### src/rtl/sqrt_pipe_requester_pkg.sv
// Shared fixed-point maths definitions for the square-root pipeline and its clients.
package Maths;

  localparam int SQRT_PIPE_LATENCY = 4;
  localparam int FIXED_FRAC_BITS   = 14;
  localparam logic signed [31:0] FIXED_ONE = 32'sh4000;
  localparam int SQRT_TAG_WIDTH    = 4;

  typedef logic signed [31:0]           fixed_t;
  typedef logic [SQRT_TAG_WIDTH-1:0]    sqrt_tag_t;

endpackage

### src/rtl/sqrt_pipe_requester_fifo.sv
// Show-ahead result FIFO with asynchronous reset; head is zero while empty.
module sqrt_result_fifo #(
  parameter int WIDTH = 37,
  parameter int DEPTH = 8
) (
  input  logic             clock,
  input  logic             reset,
  input  logic             push,
  input  logic [WIDTH-1:0] push_data,
  input  logic             pop,
  output logic [WIDTH-1:0] pop_data,
  output logic             full,
  output logic             empty
);

  localparam int AW = $clog2(DEPTH);

  logic [AW:0]      wr_ptr;
  logic [AW:0]      rd_ptr;
  logic [WIDTH-1:0] mem [DEPTH];
  logic             do_push;
  logic             do_pop;

  // Extra pointer MSB distinguishes full from empty when the indices coincide.
  assign empty   = (wr_ptr == rd_ptr);
  assign full    = (wr_ptr[AW] != rd_ptr[AW]) && (wr_ptr[AW-1:0] == rd_ptr[AW-1:0]);
  assign do_push = push && (!full || pop);
  assign do_pop  = pop && !empty;

  always_ff @(posedge clock or posedge reset) begin
    if (reset) begin
      wr_ptr <= '0;
      rd_ptr <= '0;
    end else begin
      if (do_push) wr_ptr <= wr_ptr + 1'b1;
      if (do_pop)  rd_ptr <= rd_ptr + 1'b1;
    end
  end

  always_ff @(posedge clock) begin
    if (do_push) mem[wr_ptr[AW-1:0]] <= push_data;
  end

  assign pop_data = empty ? '0 : mem[rd_ptr[AW-1:0]];

endmodule

### src/rtl/sqrt_pipe_requester.sv
// Client of the fixed-latency sqrt pipeline: tags operations, absorbs backpressure.
// Optional negative-operand trapping via `define SQRT_PIPE_REQUESTER_NEG_CHECK_EN.
module sqrt_pipe_requester
  import Maths::*;
#(
  parameter int LATENCY    = SQRT_PIPE_LATENCY,
  parameter int DATA_WIDTH = 32,
  parameter int TAG_WIDTH  = 4,
  parameter int FIFO_DEPTH = 8
) (
  input  logic                  clock,
  input  logic                  reset,
  input  logic                  reqValid,
  output logic                  reqReady,
  input  logic [DATA_WIDTH-1:0] reqOperand,
  input  logic [TAG_WIDTH-1:0]  reqTag,
  output logic [DATA_WIDTH-1:0] pipeOperand,
  input  logic [DATA_WIDTH-1:0] pipeResult,
  output logic                  respValid,
  input  logic                  respReady,
  output logic [DATA_WIDTH-1:0] respResult,
  output logic [TAG_WIDTH-1:0]  respTag,
  output logic                  respError
);

  localparam int OCC_W = $clog2(FIFO_DEPTH + 1);

  logic [OCC_W-1:0]     occ;
  logic                 issue;
  logic                 pop;
  logic [LATENCY-1:0]   dl_valid;
  logic [TAG_WIDTH-1:0] dl_tag [LATENCY];
  logic                 fifo_full;
  logic                 fifo_empty;

  // Credits cover in-flight plus stored results, so a capture always has room.
  assign reqReady  = (occ < OCC_W'(FIFO_DEPTH));
  assign issue     = reqValid & reqReady;
  assign respValid = !fifo_empty;
  assign pop       = respValid & respReady;

  always_ff @(posedge clock or posedge reset) begin
    if (reset) begin
      occ <= '0;
    end else if (issue && !pop) begin
      occ <= occ + 1'b1;
    end else if (!issue && pop) begin
      occ <= occ - 1'b1;
    end
  end

  always_ff @(posedge clock or posedge reset) begin
    if (reset) begin
      dl_valid <= '0;
      for (int unsigned i = 0; i < LATENCY; i++) dl_tag[i] <= '0;
    end else begin
      dl_valid  <= {dl_valid[LATENCY-2:0], issue};
      dl_tag[0] <= reqTag;
      for (int unsigned i = 1; i < LATENCY; i++) dl_tag[i] <= dl_tag[i-1];
    end
  end

`ifdef SQRT_PIPE_REQUESTER_NEG_CHECK_EN
  localparam int ENTRY_W = DATA_WIDTH + TAG_WIDTH + 1;

  logic [LATENCY-1:0] dl_neg;
  logic               req_neg;
  logic [ENTRY_W-1:0] push_data;
  logic [ENTRY_W-1:0] pop_data;

  assign req_neg     = reqOperand[DATA_WIDTH-1];
  assign pipeOperand = (issue && !req_neg) ? reqOperand : '0;

  always_ff @(posedge clock or posedge reset) begin
    if (reset) dl_neg <= '0;
    else       dl_neg <= {dl_neg[LATENCY-2:0], req_neg};
  end

  assign push_data = {dl_neg[LATENCY-1],
                      dl_neg[LATENCY-1] ? {DATA_WIDTH{1'b0}} : pipeResult,
                      dl_tag[LATENCY-1]};
  assign {respError, respResult, respTag} = pop_data;
`else
  localparam int ENTRY_W = DATA_WIDTH + TAG_WIDTH;

  logic [ENTRY_W-1:0] push_data;
  logic [ENTRY_W-1:0] pop_data;

  assign pipeOperand = issue ? reqOperand : '0;
  assign push_data   = {pipeResult, dl_tag[LATENCY-1]};
  assign {respResult, respTag} = pop_data;
  assign respError   = 1'b0;
`endif

  sqrt_result_fifo #(
    .WIDTH (ENTRY_W),
    .DEPTH (FIFO_DEPTH)
  ) u_fifo (
    .clock     (clock),
    .reset     (reset),
    .push      (dl_valid[LATENCY-1]),
    .push_data (push_data),
    .pop       (pop),
    .pop_data  (pop_data),
    .full      (fifo_full),
    .empty     (fifo_empty)
  );

  a_no_overflow: assert property (@(posedge clock) disable iff (reset)
    !(dl_valid[LATENCY-1] && fifo_full && !pop));

endmodule

### config.mk
export PLATFORM = sky130hd
export DESIGN_NAME = sqrt_pipe_requester
export DESIGN_NICKNAME = d
export VERILOG_FILES = /design/src/rtl/sqrt_pipe_requester_pkg.sv /design/src/rtl/sqrt_pipe_requester_fifo.sv /design/src/rtl/sqrt_pipe_requester.sv
export SDC_FILE = /design/constraint.sdc
export NUM_CORES = 1
export LEC_CHECK = 0
export BUFFER_PORTS_ARGS = -buffer_cell sky130_fd_sc_hd__buf_2
export CORE_UTILIZATION = 45
export DETAILED_ROUTE_END_ITERATION = 12
export GPL_TIMING_DRIVEN = 0
export PLACE_DENSITY_LB_ADDON = 0.25
export REMOVE_ABC_BUFFERS = 1
export SYNTH_ARGS = -nofsm -noshare
export SYNTH_HDL_FRONTEND = slang
export SYNTH_SLANG_ARGS = --single-unit
### constraint.sdc
create_clock -name clock -period 5.5 [get_ports clock]
set_clock_uncertainty 0.1 [all_clocks]
set_input_delay 0.55 -clock clock [delete_from_list [all_inputs] [get_ports clock]]
set_output_delay 0.55 -clock clock [all_outputs]
set_load 0.02 [all_outputs]
==> summary.md <==
| Metric | Value |
|---|---|
| Tightest Pin Transition | 1.12 ns |
| Slew Limit Fails | 0 |
| Clock buffer depth | 3 |
| Ys async rst share | 10.0% |
| Dpl cell area | 14,000 µm² |
| Final Net Count | 855 |
| R2r startpoint | u_fifo.rd_ptr[1] |
| FF+latch count, synth | 320 |
| Seq/Total Area, Yosys | 75.8% |
| TritonCTS Sinks | 320 |
| Final Util | 56.0% |
| Post-synth EDFFs | 288 |
| Antenna diodes | 0 |
| Pwr dens | 542 nW/µm² |
| Post-synthesis adder-cell area fraction | 0.662% |
| Max-Cap Viols | 0 |
| CTS buffer count | 34 |
| GRT Util Overall | 17.9% |
| Largest area contributor in the netlist | edfxtp_1 |
| Netlist cell types | 45 |
| Compound-gate portion of the synthesized area | 0.733% |
| Final instance area | 15,200 µm² |
| Synthesized area | 12,500 µm² |
| Clk root buf | clkbuf_16 |
| Vias in the first global route | 6,730 |
| Synth Instances | 595 |
| Final period util | 73.6% |
| Crit. End Element | output pin |
| Slowest stage cell, crit path | nor4b_4 |
| Fin crit period | 4.05 ns |
| Max rail drop VDD | 0.000288 V |
| Post-Layout Cell Count | 1,173 |
| Reg clk slew, reported paths | 0.06 ns |
| # fillers | 2,058 |
| Leak Pwr | 5.42 nW |
| Critical Path AT | 3.40 ns |
| Hold path start | reqTag[3] |
| CTS tree | built |
| Mux contribution to synthesized area | 16.4% |
| Placeable Area | 27,100 µm² |
| First-pass GRT wire length | 37,500 µm |
| Synthesized area per cell | 21.0 µm² |
| Pre-CTS setup slack | 1.49 ns |
| Row count | 60 |
| Int Pwr | 5.60 mW |
| Required @ worst endpoint | 4.85 ns |
| Final ANT Viol Nets | 0 |
| Critical path origin | u_fifo.rd_ptr[1] |
| Switching Fraction | 32.0% |
| Final hold violation count | 0 |
| Post-synthesis xor/xnor area fraction | 0.913% |
| Share of the synthesized area in the top cell type | 69.4% |
| Via density | 5.24 |
| Worst-skew pair later-pin latency | 0.50 ns |
| CP peak stage delay | 0.79 ns |
| H-tree depth | 2 |
| Main synth FF type | edfxtp_1 |
| Largest family of logic cells by synthesized area | multiplexers |
| Grt total ovfl | 0 |
| Area growth, synth to finish | 21.7% |
| Die area | 28,400 µm² |
| Die height | 168 µm |
| Initial Utilization | 46.0% |
| Relative slew slack | 24.7% |
| Length of the first detailed-routing pass in iterations | 4 |
| Gate power share | 32.1% |
| Initial DRC Count | 310 |
| Port-buffer cells | 141 |
| Post CTS Setup Buffer Count | 0 |
| Total placed cells including tap cells | 1,111 |
| Status | finished, final reports clean |
| Drt total wl | 24,200 µm |
| Share of layout cells above drive strength 1 | 39.6% |
| Setup TNS | 0 ns |
| Max Freq | 0.247 GHz |
| Top Ports | 143 |
| Hpwl dp | 15,400 µm |
| Tot Pwr | 8.23 mW |
| Switching Power | 2.63 mW |
| Top cells by area, synth | edfxtp_1, mux4_2, dfrtp_1 |
| HP Class | primary input to flop |
| Post-Synth Simple-Gate Area | 4.03% |
| Critical path type | flop to output pin |
| Crit path launch type | flop |
| DR DRC count | 0 |
| Clk network pwr share | 27.7% |
| Detailed-route wire length per cell | 20.7 µm |
| Cell Chain, Critical Path | buf_16 > xor2_1 > nor4b_4 > buf_8 > buf_8 > buf_8 > nor2_1 > buf_2 |
| Setup WS post-layout | 1.45 ns |
| Most frequent cell on the critical path | buf_8 |
| RSZ-0062 raised after global routing | false |
| Gpl congestion | 0.692 |
| # resized after CTS | 0 |
| Die Width | 168 µm |
| Sequential Power Share | 40.3% |
| Hold_ws | 0.0537 ns |
| Detailed-route via count | 6,143 |
| Endpoints failing setup | 0 |
| Largest net degree at the start of global routing | 49 |
| Syn. warnings | 0 |
| CP Max Fanout | 48 |
| Initial antenna violation count | 1 |
## final timing paths
path | end | slack [ns] | cells past startpoint
min in group asynchronous | dl_tag[8] | 0.41 | 3
max in group asynchronous | u_fifo.rd_ptr[2] | 4.46 | 4
hold / removal | dl_tag[15] | 0.05 | 1
setup / recovery | respResult[21] | 1.45 | 8
setup reg to reg | occ[3] | 1.53 | 11
hold reg to reg | dl_tag[11] | 0.25 | 0
## power by group through the flow
stage	clock (mW)	combinational, mW	sequential (mW)
finish	2.28	2.64	3.31
global route	2.42	2.85	3.36
CTS	2.32	2.70	3.33
detailed placement	0	2.69	3.38
global placement	0	2.46	3.55
floorplan	0	1.77	3.37
## registers in the layout, indices dropped and copies added, names as in the netlist
name / count
u_fifo.mem: 288
dl_valid: 4
u_fifo.rd_ptr: 4
u_fifo.wr_ptr: 4
dl_tag: 16
occ: 4
## repair_timing
| action | 4_1_cts | 5_1_grt |
|---|---|---|
| hold buffers | 0 | 1 |
| setup endpoints to repair | 0 | 0 |
| endpoints found under the hold margin | 0 | 8 |
## cell usage in the layout (no fill, tap or decap), drive strengths merged, types with 6 or more instances in the layout
master,netlist,routed
nand2,7,7
o21ai,6,6
mux2i,37,37
mux4,72,72
buf,17,176
xnor2,7,7
and2,32,32
dfrtp,32,32
clkinv,0,10
nor3,7,7
nor2,40,40
clkbuf,14,44
edfxtp,288,288
## critical path: cells and delay by family, from the launching register on
| family | cells | cell delay (ns) |
|---|---|---|
| xor+xnor | 1 | 0.21 |
| flops | 1 | 0.73 |
| simple gates | 2 | 0.89 |
| buf+inv | 5 | 1.06 |
## synth_stat cells (3+ instances only)
library cell	n
edfxtp_1	288
mux4_2	72
nor2_1	40
mux2i_1	37
and2_1	32
dfrtp_1	32
clkbuf_1	13
buf_4	8
buf_2	7
nor3_1	7
nand2_1	6
xnor2_1	6
ha_1	5
inv_1	4
o21ai_0	3
## layout make-up
| type | instances | area (µm²) | area share, % |
|---|---|---|---|
| flip-flops and latches | 320 | 9460 | 62.3 |
| multi-input cells | 239 | 2890 | 19.0 |
| repair buffers | 177 | 1230 | 8.09 |
| clock buffers | 44 | 910 | 5.99 |
| well taps | 372 | 465 | 3.07 |
| clock inverters | 16 | 209 | 1.38 |
| inverters | 5 | 18.8 | 0.124 |
## cells by family after synthesis
kind of cell	count (synthesis)
DFF	320
muxes	113
and+or+nand+nor	96
buffers and inverters	36
AOI/OAI and AO/OA	13
xor gates and xnor gates	10
adders and majority gates	6
other	1
## metal layers
metal  global-route usage, %  share of wire, %  up-vias
li1                        -                 -     2752
met1                    22.9                40     3107
met2                    30.4                50      235
met3                    3.53               8.0       47
met4                    6.32               2.2        2
met5                       0             0.054        -
Note: power is estimated with default switching activity, not from simulation.
